==> config.mk <==
export PLATFORM = sky130hd
export DESIGN_NAME = isa_bus_arbiter
export DESIGN_NICKNAME = d
export VERILOG_FILES = /design/src/rtl/isa_arb_pkg.sv /design/src/rtl/isa_sync.sv /design/src/rtl/isa_bus_arbiter.sv
export SDC_FILE = /design/constraint.sdc
export NUM_CORES = 1
export LEC_CHECK = 0
export ABC_CLOCK_PERIOD_IN_PS = 7200
export CAP_MARGIN = 30
export CORE_MARGIN = 2
export CORE_UTILIZATION = 25
export DETAILED_ROUTE_END_ITERATION = 7
export PLACE_DENSITY = 0.52
export SYNTH_ARGS = -nofsm -noshare
export SYNTH_HDL_FRONTEND = slang
export SYNTH_SLANG_ARGS = --single-unit
==> constraint.sdc <==
create_clock -name clk -period 7.2 [get_ports clk]
set_input_delay 1.44 -clock clk [delete_from_list [all_inputs] [get_ports clk]]
set_output_delay 1.44 -clock clk [all_outputs]
set_load 0.005 [all_outputs]
==> src/rtl/isa_arb_pkg.sv <==
// Shared types and constants for the ISA bus arbiter: FSM states, default
// DMA phase lengths, channel geometry and the channel priority encoder.
package isa_arb_pkg;

    localparam int unsigned NUM_CHAN = 4;
    localparam int unsigned COUNT_W  = 16;
    localparam int unsigned CH_W     = $clog2(NUM_CHAN);
    localparam int unsigned PHASE_W  = 4;

    localparam int unsigned DEF_SETUP_CYCLES   = 2;
    localparam int unsigned DEF_XFER_CYCLES    = 4;
    localparam int unsigned DEF_RECOVER_CYCLES = 1;

    typedef enum logic [2:0] {
        ST_IDLE        = 3'd0,
        ST_IO          = 3'd1,
        ST_DMA_SETUP   = 3'd2,
        ST_DMA_XFER    = 3'd3,
        ST_DMA_RECOVER = 3'd4
    } state_e;

    // Lowest set bit wins, so channel 0 has the highest priority.
    function automatic logic [CH_W-1:0] lowest_index(input logic [NUM_CHAN-1:0] req);
        lowest_index = '0;
        for (int i = NUM_CHAN - 1; i >= 0; i--) begin
            if (req[i]) lowest_index = CH_W'(i);
        end
    endfunction

endpackage

==> src/rtl/isa_sync.sv <==
// Two-flop synchroniser for asynchronous level inputs, one flop pair per bit.
module isa_sync #(
    parameter int unsigned WIDTH = 1
) (
    input  logic             clk,
    input  logic             rst_n,
    input  logic [WIDTH-1:0] d_i,
    output logic [WIDTH-1:0] q_o
);

    logic [WIDTH-1:0] meta_q;
    logic [WIDTH-1:0] sync_q;

    // NOTE: sequential state uses non-blocking assignments so both flops sample
    // their inputs from the same edge; blocking here would collapse the chain.
    always_ff @(posedge clk or negedge rst_n) begin
        if (!rst_n) begin
            meta_q <= '0;
            sync_q <= '0;
        end else begin
            meta_q <= d_i;
            sync_q <= meta_q;
        end
    end

    assign q_o = sync_q;

endmodule

==> src/rtl/isa_bus_arbiter.sv <==
// Shares the ISA bus between HPS I/O cycles and single-transfer DMA cycles on
// four channels, with per-channel transfer counts and terminal-count signalling.
module isa_bus_arbiter
    import isa_arb_pkg::*;
#(
    parameter int unsigned SETUP_CYCLES   = DEF_SETUP_CYCLES,
    parameter int unsigned XFER_CYCLES    = DEF_XFER_CYCLES,
    parameter int unsigned RECOVER_CYCLES = DEF_RECOVER_CYCLES
) (
    input  logic                clk,
    input  logic                reset,
    input  logic [NUM_CHAN-1:0] drq,
    input  logic [NUM_CHAN-1:0] chan_enable,
    input  logic [NUM_CHAN-1:0] count_load,
    input  logic [COUNT_W-1:0]  count_value,
    input  logic                io_req,
    input  logic                io_done,
    output logic                io_gnt,
    output logic                aen,
    output logic [NUM_CHAN-1:0] dack_n,
    output logic [CH_W-1:0]     dma_ch,
    output logic                xfer_strobe,
    output logic                tc,
    output logic [NUM_CHAN-1:0] chan_done
);

    localparam logic [PHASE_W-1:0] SETUP_LAST   = PHASE_W'(SETUP_CYCLES - 1);
    localparam logic [PHASE_W-1:0] XFER_LAST    = PHASE_W'(XFER_CYCLES - 1);
    localparam logic [PHASE_W-1:0] RECOVER_LAST = PHASE_W'(RECOVER_CYCLES - 1);

    state_e               state_q, state_d;
    logic [PHASE_W-1:0]   phase_q, phase_d;
    logic [CH_W-1:0]      ch_q, ch_d;
    logic                 hps_turn_q, hps_turn_d;
    logic [COUNT_W-1:0]   count_q [NUM_CHAN];
    logic [NUM_CHAN-1:0]  chan_done_q;
    logic                 io_gnt_q, aen_q, xfer_strobe_q, tc_q;
    logic [NUM_CHAN-1:0]  dack_n_q;

    logic [NUM_CHAN-1:0]  drq_sync;
    logic [NUM_CHAN-1:0]  eligible;
    logic                 last_xfer;
    logic                 tc_d;

    isa_sync #(.WIDTH(NUM_CHAN)) u_drq_sync (
        .clk   (clk),
        .rst_n (reset),
        .d_i   (drq),
        .q_o   (drq_sync)
    );

    assign eligible  = drq_sync & chan_enable & ~chan_done_q;
    assign last_xfer = (state_q == ST_DMA_XFER) && (phase_q == '0);

    // NOTE: every variable gets a default before the case so no path leaves it
    // unassigned, which is what keeps this block from inferring latches.
    always_comb begin
        state_d    = state_q;
        phase_d    = phase_q;
        ch_d       = ch_q;
        hps_turn_d = hps_turn_q;
        unique case (state_q)
            ST_IDLE: begin
                if (io_req && (hps_turn_q || eligible == '0)) begin
                    state_d = ST_IO;
                end else if (eligible != '0) begin
                    state_d = ST_DMA_SETUP;
                    phase_d = SETUP_LAST;
                    ch_d    = lowest_index(eligible);
                end
            end
            ST_IO: begin
                if (io_done) begin
                    state_d    = ST_IDLE;
                    hps_turn_d = 1'b0;
                end
            end
            ST_DMA_SETUP: begin
                if (phase_q == '0) begin
                    state_d = ST_DMA_XFER;
                    phase_d = XFER_LAST;
                end else begin
                    phase_d = phase_q - 1'b1;
                end
            end
            ST_DMA_XFER: begin
                if (phase_q == '0) begin
                    state_d = ST_DMA_RECOVER;
                    phase_d = RECOVER_LAST;
                end else begin
                    phase_d = phase_q - 1'b1;
                end
            end
            ST_DMA_RECOVER: begin
                if (phase_q == '0) begin
                    state_d    = ST_IDLE;
                    hps_turn_d = 1'b1;
                end else begin
                    phase_d = phase_q - 1'b1;
                end
            end
            default: state_d = ST_IDLE;
        endcase
    end

    // Outputs are registered from next state, so tc looks ahead to the last XFER clock.
    assign tc_d = (state_d == ST_DMA_XFER) && (phase_d == '0) &&
                  (count_q[ch_d] == COUNT_W'(1));

    always_ff @(posedge clk or negedge reset) begin
        if (!reset) begin
            state_q       <= ST_IDLE;
            phase_q       <= '0;
            ch_q          <= '0;
            hps_turn_q    <= 1'b0;
            io_gnt_q      <= 1'b0;
            aen_q         <= 1'b0;
            dack_n_q      <= '1;
            xfer_strobe_q <= 1'b0;
            tc_q          <= 1'b0;
        end else begin
            state_q       <= state_d;
            phase_q       <= phase_d;
            ch_q          <= ch_d;
            hps_turn_q    <= hps_turn_d;
            io_gnt_q      <= (state_d == ST_IO);
            aen_q         <= (state_d == ST_DMA_SETUP) || (state_d == ST_DMA_XFER);
            dack_n_q      <= (state_d == ST_DMA_XFER) ?
                             ~({{(NUM_CHAN-1){1'b0}}, 1'b1} << ch_d) : '1;
            xfer_strobe_q <= (state_d == ST_DMA_XFER);
            tc_q          <= tc_d;
        end
    end

    // NOTE: the count registers are a small flop array, not a RAM, so they are
    // reset like any other state; a done flag set at reset keeps them idle.
    always_ff @(posedge clk or negedge reset) begin
        if (!reset) begin
            for (int i = 0; i < NUM_CHAN; i++) count_q[i] <= '0;
            chan_done_q <= '1;
        end else begin
            for (int i = 0; i < NUM_CHAN; i++) begin
                if (count_load[i]) begin
                    count_q[i]     <= count_value;
                    chan_done_q[i] <= (count_value == '0);
                end else if (last_xfer && ch_q == CH_W'(i) && count_q[i] != '0) begin
                    count_q[i] <= count_q[i] - 1'b1;
                    if (count_q[i] == COUNT_W'(1)) chan_done_q[i] <= 1'b1;
                end
            end
        end
    end

    assign io_gnt      = io_gnt_q;
    assign aen         = aen_q;
    assign dack_n      = dack_n_q;
    assign dma_ch      = ch_q;
    assign xfer_strobe = xfer_strobe_q;
    assign tc          = tc_q;
    assign chan_done   = chan_done_q;

endmodule
Word level (Yosys, flattened, before mapping)

Cells that the tools add are included.

Memory bits (read-only): 0
Output and inout port bits: 14
Bits of input ports: 32
Memories kept: 0
Latch bits: 0
Bits in writable memories: 0
Flip-flop bits (word level): 94

Multipliers: 0
Equality and inequality tests: 17
Reductions and logical operators: 39
Bitwise logic cells: 5
Shifts and indexed selects: 1
Multiplexer cells: 47
Add/sub/neg operators: 5
Divide/modulo/power cells: 0
Magnitude comparators: 1

Operator list:

| kind                                                                 | number |
|---|---|
| 16-bit 2-to-1 mux                                                    | 10 |
| 16-bit by 1-bit == test with 1-bit output, second input constant     | 5 |
| 16-bit nonzero test                                                  | 4 |
| 16-bit by 1-bit subtractor with 16-bit output, second input constant | 4 |
| 16-bit binary-select mux with 2-bit select                           | 1 |
| 4-bit 2-to-1 mux                                                     | 6 |
| 3-bit 2-to-1 mux                                                     | 6 |
| 2-bit nonzero test                                                   | 9 |
| 16-bit zero test                                                     | 1 |
| 4-bit one-hot mux with 4 select lines                                | 1 |
| 3-bit one-hot mux with 5 select lines                                | 1 |
| 1-bit 2-to-1 mux                                                     | 14 |
| 2-bit 2-to-1 mux                                                     | 7 |
| 3-bit by 2-bit == test with 1-bit output, second input constant      | 4 |
| 1-bit logical AND                                                    | 12 |
| 4-bit zero test                                                      | 3 |
| 4-bit AND                                                            | 2 |
| 4-bit NOT                                                            | 2 |
| 2-bit AND reduction                                                  | 4 |
| 3-bit by 1-bit == test with 1-bit output, second input constant      | 2 |
| 2-bit == test, second input constant                                 | 2 |
| 2-bit != test, second input constant                                 | 2 |
| 4-bit nonzero test                                                   | 1 |
| 1-bit by 2-bit << shifter with 4-bit output, first input constant    | 1 |
| 10 further kinds                                                     | 11 |

Logic depth before layout (Yosys ltp)

Gate-level depths: netlist of the first run.

Word-level depth: 15
Gate-level depth with buffers: 12

Hierarchy

A second synthesis of the first run with hierarchy kept.

Cells, all modules: 609
Area, all modules: 5,560.3 um^2

Modules (own cells, without submodules):

| module          | area an instance (um^2) | cells an instance | sequential area each (um^2) | times used |
|---|---|---|---|---|
| isa_bus_arbiter | 5,360.1                 | 601               | 2,162.1                     | 1 |
| isa_sync        | 200.2                   | 8                 | 200.2                       | 1 |

Worst setup path before layout of the first run

OpenSTA, ideal clock, no wires.

Kind: input -> register
From: input port io_req
To: register tc_q (netlist: tc)
Arrival time: 3,113 ps
Cell stages on the path: 5
Required time: 7,093 ps
Setup time: 107 ps
Slack: 3,980 ps
Path buffers: 0
Cell sequence: a2111oi_2 > a2bb2oi_2 > or4b_1 > a21o_1 > a2111oi_4

Word-level cells in the longest chain between the ends: 9

RTL lines:

| element                                              | line                   | RTL |
|---|---|---|
| from (decl)                                          | isa_bus_arbiter.sv:16  | `input logic io_req,` |
| 1-bit logical AND                                    | isa_bus_arbiter.sv:64  | `if (io_req && (hps_turn_q \|\| eligible == '0)) begin` |
| 2-bit 2-to-1 mux                                     | isa_bus_arbiter.sv:64  |  |
| 2-bit 2-to-1 mux                                     | isa_bus_arbiter.sv:62  | `unique case (state_q)` |
| named net ch_d[1]                                    | isa_bus_arbiter.sv:33  | `logic [CH_W-1:0] ch_q, ch_d;` |
| 2-bit NOT with 3-bit output (not written as such)    | isa_bus_arbiter.sv:108 | `(count_q[ch_d] == COUNT_W'(1));` |
| 16-bit binary-select mux with 2-bit select           | isa_bus_arbiter.sv:108 |  |
| 16-bit 2-to-1 mux (not written as such) (2 in a row) | isa_bus_arbiter.sv:108 |  |
| 16-bit by 1-bit == test with 1-bit output            | isa_bus_arbiter.sv:108 |  |
| 1-bit logical AND                                    | isa_bus_arbiter.sv:107 | `assign tc_d = (state_d == ST_DMA_XFER) && (phase_d == '0) &&` |
| named net tc_d                                       | isa_bus_arbiter.sv:43  | `logic tc_d;` |
| to (signal assigned)                                 | isa_bus_arbiter.sv:131 | `tc_q <= tc_d;` |
| to (decl)                                            | isa_bus_arbiter.sv:37  | `logic io_gnt_q, aen_q, xfer_strobe_q, tc_q;` |

The timed path passes the listed nets, and every way through them passes these cells. The select of a mux whose other input is x is not followed.
A chain may end at the register's enable or synchronous reset.

Worst setup path in the final report of the first run

Ends and elaborated chain as after synthesis.

==> impl_metrics.toml, run 1 <==
[run_status]
outcome = "complete, no violations"

[final_layout]
mostFrequentLayoutCell = "nand2_1"
final_area_mm2 = 0.00624
nNetsFinal = 643
fin_cells = 875
post-route-util_pct = 30.7
mostFrequentLayoutCells = "nand2_1 (89), dfrtp_1 (86), o21ai_1 (47)"
antenna_cells = 0
area_delta_synth_final_pct = 20.5
drive_above_1_share_pct = 8.93

[timing]
drv_slew = 0
slew_headroom_pct = 37.7
max_freq_mhz = 283
finalHoldViolCount = 0
skew_ns = 0.00869
setup_viol = 0
rsz0062_at_grt = "false"
tightest_slew_ns = 0.932
hold_slack_ns = 0.348
fin_crit_sh_pct = 49.1
fin_ws_ns = 3.67
period_needed_ns = 3.53
finalSetupTns_ns = 0

[drt]
via_count = 4068
dr.pass1.iters = 4
vias_per_cell = 4.65
antenna_left = 0
wl_per_cell_um = 15.4
routed_wl_mm = 13.5
drc = 0
drt-initial-drc-count = 181

[cts]
tritoncts = "built"
cts.htree.levels = 3
clk_latency_ns = 0.34
cts_buffers = 9
post_cts.repair.setup_buffers = 0
clk_pin_slew_ns = 0.06
clockBufferDepth = 2
clkSinkCount = 94
cts_hold_buf = 0
cts_resized = 0
root_buffer = "clkbuf_16"

[power]
finalPower_mw = 1.64
power_density_mw_per_mm2 = 262
leakage_nw = 2.36
peakVddDrop_mv = 0.134

[logic_synthesis]
yosysTopAreaCell = "dfrtp_1"
synth.area.top_cells = "dfrtp_1 (42%), nand2_1 (6.4%), xnor2_1 (4.9%)"
avgSynthCellArea_um2 = 9.32
yosys_warnings = 0
ys_ff_latch = 94
synth_area_mm2 = 0.00518
synth.top_cell.area_share_pct = 41.5
ys_types = 54
synth_edf_count = 0
ys_seq_area_share_pct = 45.6
synthFlopType = "dfrtp_1"
syn_nets = 599
synthCells = 556
async_reset_ff_share_pct = 100

[worst_setup_path]
startpoint_type = "primary input"
crit_fanout = 8
r2r_cells = 9
slowest_delay_ns = 0.59
startpoint = "io_req"
critical_path.endpoint = "tc"
worst-setup-path-type = "primary input to flip-flop"
crit_chain = "clkdlybuf4s50_1 > a2111oi_2 > a21boi_1 > a2bb2oi_2 > nand4_1 > a21o_1 > a2111oi_4"
endpoint_kind = "flip-flop"
r2r-end = "count_q[46]"
r2r_start = "phase_q[0]"
crit_arrival_ns = 3.77
cpMaxStageDelayCell = "a2111oi_2"
rrSetupSlack_ns = 4.34
crit_required_ns = 7.44

[place]
routabilityCongestion = 0.778
postPlaceCellArea_mm2 = 0.00594
place_hpwl_mm = 9.48
pre_cts_slack_ns = 3.29
portBuffers = 45
place_inst = 858

[die]
die_y_um = 148
boundaryPins = 46
die_w_um = 148
start_util_pct = 25.5
row_count = 52
coreArea_mm2 = 0.0203
die_area_mm2 = 0.0219

[global_route]
grt_pass1_wl_mm = 22.0
grt_start_max_net_pins = 56
grt_pass1_vias = 4005
gr-usage-all-layers_pct = 13.0
antenna_found_initial = 1
overflow = 0

[hold_path]
hp-class = "flip-flop to flip-flop"

[flow_run]
max_cap_viol_count = 0
layout make-up:
type	count	area, um2
inverters	16	60.1
repair buffers	51	508
well taps	270	338
multi-input cells	428	2690
clock inverters	4	47.5
fillers	2166	14100
flip-flops and latches	94	2360
clock buffers	12	236
critical path: cells and delay by family:
kind | cells | cell delay [ns]
AO/OA/AOI/OAI | 5 | 1.73
buffers and inverters | 1 | 0.46
AND/OR/NAND/NOR | 1 | 0.14
synthesized netlist by cell type, drive strengths merged, types with 2 or more instances:
| library cell | instances |
|---|---|
| or4 | 6 |
| nand2 | 89 |
| a41o | 2 |
| dfstp | 8 |
| ha | 11 |
| a311oi | 2 |
| a21oi | 12 |
| xor2 | 28 |
| nand3b | 8 |
| nor2 | 35 |
| o31ai | 2 |
| nor3 | 24 |
| xnor2 | 29 |
| o31a | 2 |
| nand3 | 18 |
| or3 | 11 |
| nor2b | 3 |
| nand2b | 8 |
| clkbuf | 17 |
| o21ai | 59 |
| nor3b | 4 |
| nand4b | 5 |
| a2111oi | 3 |
| inv | 16 |
| nor4 | 16 |
| mux2 | 12 |
| a2bb2oi | 2 |
| and2 | 5 |
| a21o | 2 |
| nand4 | 10 |
| o311ai | 2 |
| a21boi | 2 |
| a31oi | 7 |
| dfrtp | 86 |
per-layer routing:
metal	share of wire, %	track usage, %	vias to the layer above
met2	44	20.2	69
met4	0.34	2.95	0
met5	0	0	-
met1	51	18.6	1951
met3	3.9	2.87	2
li1	-	-	2046
worst min-delay path by stage:
stage	startpoint	to	slack, ns	depth (start not counted)
finish	u_drq_sync.meta_q[2]	u_drq_sync.q_o[2]	0.35	0
global placement	u_drq_sync.meta_q[2]	u_drq_sync.q_o[2]	0.33	0
detailed placement	u_drq_sync.meta_q[0]	u_drq_sync.q_o[0]	0.33	0
global route	u_drq_sync.meta_q[2]	u_drq_sync.q_o[2]	0.35	0
floorplan	u_drq_sync.meta_q[0]	u_drq_sync.q_o[0]	0.33	0
CTS	u_drq_sync.meta_q[0]	u_drq_sync.q_o[0]	0.35	0
where the power goes:
part | total (mW) | switching (mW) | internal, mW | leakage [nW]
clock | 0.472 | 0.203 | 0.269 | 0.137
sequential | 0.705 | 0.0921 | 0.613 | 1.12
combinational | 0.460 | 0.257 | 0.204 | 1.10
total | 1.64 | 0.552 | 1.09 | 2.36
registers in the layout, indices dropped and copies added, names as in the netlist:
register / cells
xfer_strobe: 1
dack_n: 4
state_q: 3
io_gnt: 1
u_drq_sync.meta_q: 4
tc: 1
count_q: 64
u_drq_sync.q_o: 4
chan_done: 4
dma_ch: 2
phase_q: 4
aen: 1
hps_turn_q: 1
kinds of logic (layout without fill, tap and decap cells):
logic type      count (synthesis)  in the layout  synth area share [%]
simple gates                  247            247                  24.8
compound gates                100            100                  12.1
flops                          94             94                  45.6
xor+xnor                       57             57                  9.64
buf+inv                        34             83                  2.49
mux                            13             13                  2.80
fa+ha+maj                      11             11                  2.66
(Power assumes the default switching activity.)
==> inputs of run 2 (changes only) <==
ABC_CLOCK_PERIOD_IN_PS = 3500   (was 7200)
clock period = 3.5 ns   (was 7.2 ns; I/O delays follow)
==> impl_metrics.toml, run 2 (synthesized netlist as in run 1, its figures left out) <==
[run_status]
outcome = "complete, no violations"

[worst_setup_path]
cpMaxStageDelayCell = "nor3b_1"
endpoint_kind = "flip-flop"
worst-setup-path-type = "flip-flop to flip-flop"
crit_chain = "inv_1 > ha_1 > nor3b_1 > buf_4 > nand4b_1 > nor3b_1 > nand3_1 > xnor2_1 > mux2_2"
startpoint_type = "flip-flop"
crit_fanout = 14
cpMostUsedCell = "nor3b_1"
r2r_cells = 9
slowest_delay_ns = 0.67
crit_arrival_ns = 3.13
crit_required_ns = 3.74

[die]
boundaryPins = 46
row_count = 52
die_y_um = 148
die_area_mm2 = 0.0219
die_w_um = 148
start_util_pct = 25.5
coreArea_mm2 = 0.0203

[cts]
tritoncts = "built"
root_buffer = "clkbuf_16"
cts_buffers = 9
clockBufferDepth = 2
cts.htree.levels = 3
clk_latency_ns = 0.35
clk_pin_slew_ns = 0.07
post_cts.repair.setup_buffers = 0
cts_hold_buf = 0
clkSinkCount = 94
cts_resized = 0

[drt]
antenna_left = 0
drt-initial-drc-count = 281
routed_wl_mm = 13.3
dr.pass1.iters = 4
via_count = 4135
drc = 0
wl_met2_mm = 5.81
wl_met1_mm = 6.77
highest_layer = "met4"
wl_met3_um = 619
vias_per_cell = 4.70
wl_per_cell_um = 15.2

[power]
sw_frac_of_total_pct = 34.2
switchingPower_mw = 1.17
finalPower_mw = 3.41
leakage_nw = 2.38
peakVddDrop_mv = 0.230
power_density_mw_per_mm2 = 542
clockPowerShare_pct = 29.5
sequentialPowerShare_pct = 42.4
p_comb_share_pct = 28.1
p_int_mw = 2.24

[final_layout]
fill_cells = 2164
largest_register_ffs = 64
mostFrequentLayoutCells = "nand2_1 (89), dfrtp_1 (86), o21ai_1 (47)"
post-route-util_pct = 30.9
drive_above_1_share_pct = 9.85
top_register = "count_q"
seqCellArea_mm2 = 0.00236
antenna_cells = 0
multi_input_area_mm2 = 0.00269
nNetsFinal = 647
mostFrequentLayoutCell = "nand2_1"
area_delta_synth_final_pct = 21.3

[timing]
slew_headroom_pct = 38.1
tightest_slew_ns = 0.926
skew_ns = 0.00759
period_needed_ns = 2.89
finalHoldViolCount = 0
max_freq_mhz = 345
drv_slew = 0
rsz0062_at_grt = "false"
setup_viol = 0
hold_slack_ns = 0.344
finalSetupTns_ns = 0
fin_crit_sh_pct = 82.7

[place]
portBuffers = 45
routabilityCongestion = 0.797
place_hpwl_mm = 9.56

[global_route]
grt_start_max_net_pins = 50
antenna_found_initial = 0
grt_pass1_wl_mm = 21.9
overflow = 0
gr-usage-all-layers_pct = 12.8
grt_pass1_vias = 4028

[hold_path]
hp-class = "flip-flop to flip-flop"
hold_path_depth = 0

[flow_run]
max_cap_viol_count = 0
## run 2: cell count changes in the layout (fill, tap and decap cells not counted), sizes merged
cell | before | now
buf | 7 | 11
clkbuf | 12 | 10
inv | 16 | 18
## run 2: stage by stage
stage	setup slack, ns	instances	cell area, um2
after floorplan	0.947	556	5180
after global placement	0.412	863	5980
after global routing	0.379	879	6280
final	0.605	879	6280
after detailed placement	0.294	863	5980
after CTS	0.629	879	6280
## run 2: per-layer routing
layer  up-vias  global-route usage (%)
met5         -                       0
met4         0                    3.00
met3        10                    3.21
met2        77                    19.6
met1      1994                    18.3
li1       2054                       -
## run 2: final cells by class
| type | instances | area share, % |
|---|---|---|
| sequential | 94 | 37.6 |
| tap | 270 | 5.38 |
| clock buffer | 10 | 3.64 |
| inverter | 16 | 0.956 |
| multi-input combinational | 428 | 42.8 |
| timing repair buffer | 55 | 8.52 |
| clock inverter | 6 | 1.10 |
## run 2: power by group through the flow
stage | sequential [mW] | clock (mW) | combinational (mW)
after floorplan | 1.41 | 0 | 0.648
after global routing | 1.47 | 1.08 | 1.08
after detailed placement | 1.47 | 0 | 0.957
after global placement | 1.46 | 0 | 0.951
after CTS | 1.45 | 1.03 | 0.961
final | 1.45 | 1.01 | 0.956
## run 2: worst paths after layout
| check | start | slack, ns | to |
|---|---|---|---|
| min in group asynchronous | reset | 0.35 | io_gnt |
| worst max-delay path | phase_q[0] | 0.61 | count_q[47] |
| worst min-delay path | u_drq_sync.meta_q[3] | 0.34 | u_drq_sync.q_o[3] |
| max in group asynchronous | reset | 2.40 | chan_done[1] |
| worst max register to register | phase_q[0] | 0.61 | count_q[47] |
| worst min register to register | u_drq_sync.meta_q[3] | 0.34 | u_drq_sync.q_o[3] |
## run 2: critical path, delay by kind of cell (launching register included)
kind	cells	cell delay [ns]
XOR/XNOR	1	0.15
adder cells (fa/ha/maj)	1	0.24
buffers and inverters	2	0.33
flip-flops	1	0.44
multiplexers	1	0.25
AND/OR/NAND/NOR	4	1.37
==> edit 1 (settings of run 2) <==
Set the package constant `COUNT_W` to 32 (it was 16).
--- a/src/rtl/isa_arb_pkg.sv
+++ b/src/rtl/isa_arb_pkg.sv
@@ -5,3 +5,3 @@
     localparam int unsigned NUM_CHAN = 4;
-    localparam int unsigned COUNT_W  = 16;
+    localparam int unsigned COUNT_W  = 32;
     localparam int unsigned CH_W     = $clog2(NUM_CHAN);
Ports: changed (resized count_value); port bits go from 46 to 62. The function was not compared with the original's and may differ.
==> edit 1 against run 2 <==
Synthesized cell count increased by 79%; sequential cell count increased by 64; synthesized area increased by 74%; cell area increased by 75%; routed wire length increased by 110%; die area increased by 72%; non-clock buffer count increased by 46; sequential share of layout area decreased by 1.6 points; power increased by 62%; sequential power increased by 59%; setup slack got worse by 160 ps; fmax decreased by 5.1%; combinational power increased by 21%; global-route usage increased by 2.4 points.
==> edit 1: results (changes against run 2) <==
Synth top cells by count: 150 x dfrtp_1, 136 x nand2_1, 100 x o21ai_0 (was 89 x nand2_1, 86 x dfrtp_1, 47 x o21ai_1)
worst reg2reg path endpoint: count_q[90] (was count_q[47])
largest net degree at the start of global routing: 65 (was 50)
syn nets: 1057 (was 599)
GP Congestion: 0.833 (was 0.797)
Num CTS Buffers: 17 (was 9)
Leak: 4.14 nW (was 2.38 nW)
Synth Instances: 998 (was 556)
mux cell area share after synthesis: 2.96% (was 2.80%)
Total Routing Usage GR: 15.3% (was 12.8%)
Final Util: 31.0% (was 30.9%)
clock latency on the worst-skew pair: 430 ps (was 350 ps)
post-synthesis compound-gate area fraction: 11.4% (was 12.1%)
maximum vdd drop: 0.000310 V (was 0.000230 V)
post-DP HPWL: 19.9 mm (was 9.56 mm)
Worst Hold Class: input port to async pin (was register to register)
DR vias/cell: 5.00 (was 4.70)
Least-Margin Pin Slew: 951 ps (was 926 ps)
CTS H-tree lvls: 4 (was 3)
Area after DPL: 0.0104 sq mm (was 0.00598 sq mm)
R2R cell count: 8 (was 9)
1st-iter DRT viols: 657 (was 281)
Fill cells: 3709 (was 2164)
placed cell count: 1516 (was 863)
Netlist cell types: 67 (was 54)
status: complete, no violations (unchanged)
Final Skew: 11.5 ps (was 7.59 ps)
Critical Path AT: 3370 ps (was 3130 ps)
first-pass GRT wire length: 44.7 mm (was 21.9 mm)
vias in the first global route: 7627 (was 4028)
R2R Setup Slk: 450 ps (was 610 ps)
drt pass-1 iters: 5 (was 4)
worst-path maximum fanout: 8 (was 14)
XOR/XNOR share of the synthesized area: 10.3% (was 9.64%)
fin cells: 1550 (was 879)
Port Buffers: 61 (was 45)
[edit 1: cell types whose count changed after synthesis, sizes merged, moves of 12 or more]
cell / run 2 / this run
dfrtp: 86 / 150
nand2: 89 / 136
o21ai: 59 / 103
xor2: 28 / 68
nor4: 16 / 44
nand3: 18 / 44
nor2: 35 / 60
nor3: 24 / 48
clkbuf: 17 / 39
nand4: 10 / 25
or4: 6 / 18
[edit 1: area by class of cell]
| class | instances | share of cell area, % |
|---|---|---|
| repair buffers | 101 | 8.30 |
| inverters | 20 | 0.681 |
| clock inverters | 12 | 1.66 |
| diodes | 1 | 0.0227 |
| clock buffers | 20 | 4.24 |
| flip-flops and latches | 158 | 36.0 |
| well taps | 461 | 5.24 |
| multi-input cells | 777 | 43.9 |
[edit 1: metrics by stage]
step	hold WS, ps	setup slack [ps]	power, mW
6_report	272	449	5.53
4_1_cts	294	487	5.60
2_1_floorplan	331	840	2.99
5_1_grt	317	244	5.84
3_5_place_dp	335	410	3.50
3_3_place_gp	333	406	3.49
[edit 1: cells by family (layout without fill, tap and decap cells)]
| logic type | Yosys count | in the layout |
|---|---|---|
| muxes | 23 | 23 |
| AOI/OAI and AO/OA | 172 | 172 |
| other | 0 | 1 |
| adders and majority gates | 11 | 11 |
| and+or+nand+nor | 465 | 465 |
| DFF | 158 | 158 |
| xor gates and xnor gates | 106 | 106 |
| buffers and inverters | 63 | 153 |
[edit 1: power breakdown]
group	leakage, nW	total [mW]	switching, mW	internal (mW)
registers	1.89	2.31	0.243	2.06
logic	1.96	1.16	0.626	0.530
clock network	0.297	2.07	0.816	1.26
total	4.14	5.53	1.68	3.85
[edit 1: how the worst max path moves through the flow]
| stage | startpoint | to | slack [ps] | cells after the start |
|---|---|---|---|---|
| 6_report | count_q[64] | count_q[90] | 450 | 8 |
| 5_1_grt | phase_q[0] | count_q[111] | 240 | 9 |
| 4_1_cts | count_q[64] | count_q[90] | 490 | 8 |
| 3_5_place_dp | count_value[28] | chan_done[3] | 410 | 6 |
| 3_3_place_gp | count_value[28] | chan_done[3] | 410 | 6 |
| 2_1_floorplan | phase_q[0] | tc | 840 | 12 |
[edit 1: worst max-delay path: stages, from the launching register on]
cell,delay [ps]
dfrtp_1,420
inv_1,90
ha_1,200
or4b_1,570
or3_1,420
a2111oi_4,600
nand4b_1,210
xnor2_1,180
mux2_2,250
[edit 1: layer usage]
layer  GRT usage (%)  share of wire, %  vias up
li1                -                 -     3747
met1            20.6                47     3765
met2            24.4                46      178
met3            2.66               4.1       52
met4            5.61               2.9        2
met5               0             0.025        -
==> edit 2 (config.mk and constraints of run 2) <==
Without the edit above. Reset style: synchronous (`reset` and `rst_n`), changed in 3 clocked blocks. Comments in the files are not updated.
--- a/src/rtl/isa_sync.sv
+++ b/src/rtl/isa_sync.sv
@@ -15,3 +15,3 @@
     // their inputs from the same edge; blocking here would collapse the chain.
-    always_ff @(posedge clk or negedge rst_n) begin
+    always_ff @(posedge clk) begin
         if (!rst_n) begin
--- a/src/rtl/isa_bus_arbiter.sv
+++ b/src/rtl/isa_bus_arbiter.sv
@@ -109,3 +109,3 @@
 
-    always_ff @(posedge clk or negedge reset) begin
+    always_ff @(posedge clk) begin
         if (!reset) begin
@@ -136,3 +136,3 @@
     // reset like any other state; a done flag set at reset keeps them idle.
-    always_ff @(posedge clk or negedge reset) begin
+    always_ff @(posedge clk) begin
         if (!reset) begin
Behaviour: differs if reset is asserted again (counterexample within 4 cycles, from zero or initial values and one cycle with reset low); with reset held inactive, the same outputs for 10 cycles.
==> edit 2 against run 2 <==
Cell area is 5.8% higher; sequential cell count stayed put; synthesized area is 7.2% higher; critical endpoint is now count_q[0][5]; largest cell class unchanged; sequential share of layout area is 0.35 points higher; cell count is 0.11% lower; hold slack better by 86 ps; synthesized cell count is 1.3% lower; setup slack better by 140 ps; core utilization is 0.49 points lower; fmax is 5.1% higher; routed wire length is 16% higher.
Power is not compared: it rests on default switching activity, and its combinational part moved more than twofold at a synthesized area within 25%.
==> edit 2: results (changes against run 2) <==
Least-Margin Pin Slew: 723 ps (was 926 ps)
Hold Crit Depth: 1 (was 0)
asr flop ratio synth: 0% (was 100%)
met2 wire len: 7.22 mm (was 5.81 mm)
R2R cell count: 6 (was 9)
Synth top cells by count: 64 x edfxtp_1, 53 x nor2_1, 34 x nand2_1 (was 89 x nand2_1, 86 x dfrtp_1, 47 x o21ai_1)
post-synthesis sequential area ratio: 45.4% (was 45.6%)
largest cells by area after synthesis: edfxtp_1 35%, dfxtp_1 11%, xnor2_1 5.2% (was dfrtp_1 42%, nand2_1 6.4%, xnor2_1 4.9%)
row count: 54 (was 52)
Fill cells: 2250 (was 2164)
GP Congestion: 0.824 (was 0.797)
top sig layer: met5 (was met4)
largest net degree at the start of global routing: 25 (was 50)
global-route met1 utilization: 17.6% (was 18.3%)
share of layout cells above drive strength 1: 8.53% (was 9.85%)
worst reg2reg path endpoint: count_q[0][5] (was count_q[47])
Netlist cell types: 62 (was 54)
Area after DPL: 0.00635 sq mm (was 0.00598 sq mm)
met3 Usage GRT: 3.06% (was 3.21%)
placed cell count: 862 (was 863)
worst r2r src: count_q[0][10] (was phase_q[0])
syn nets: 596 (was 599)
met2 GRT Util: 20.7% (was 19.6%)
final net count: 640 (was 647)
first-pass GRT wire length: 24.3 mm (was 21.9 mm)
R2R Setup Slk: 750 ps (was 610 ps)
min Tclk post-route: 2750 ps (was 2890 ps)
post-DP HPWL: 11.1 mm (was 9.56 mm)
1st-iter DRT viols: 343 (was 281)
status: complete, no violations (unchanged)
Total Routing Usage GR: 13.3% (was 12.8%)
vias in the first global route: 4469 (was 4028)
number of synthesized flops with an enable pin: 64 (was 0)
WL met3: 866 microns (was 619 microns)
Routed WL: 15.4 mm (was 13.3 mm)
## edit 2: cells by family after synthesis
kind of cell	count (synthesis)	share of synthesized area (%)
DFF	94	45.4
muxes	1	0.405
adders and majority gates	15	3.38
AOI/OAI and AO/OA	124	16.4
and+or+nand+nor	210	22.3
buffers and inverters	53	3.90
xor gates and xnor gates	52	8.20
## edit 2: layout make-up
type                       count  area [sq um]  share of cell area (%)
multi-input combinational    402          2830                    42.6
sequential                    94          2520                    38.0
timing repair buffer          56           533                    8.02
tap                          280           350                    5.27
clock buffer                  11           243                    3.65
inverter                      30           113                    1.69
clock inverter                 5          56.3                   0.847
## edit 2: worst max-delay path: stages, from the launching register on
cell      delay (ps)
edfxtp_1         440
or4_4            580
nor4_4           350
a31oi_1          180
o21ai_1          580
buf_4            290
a221oi_1          60
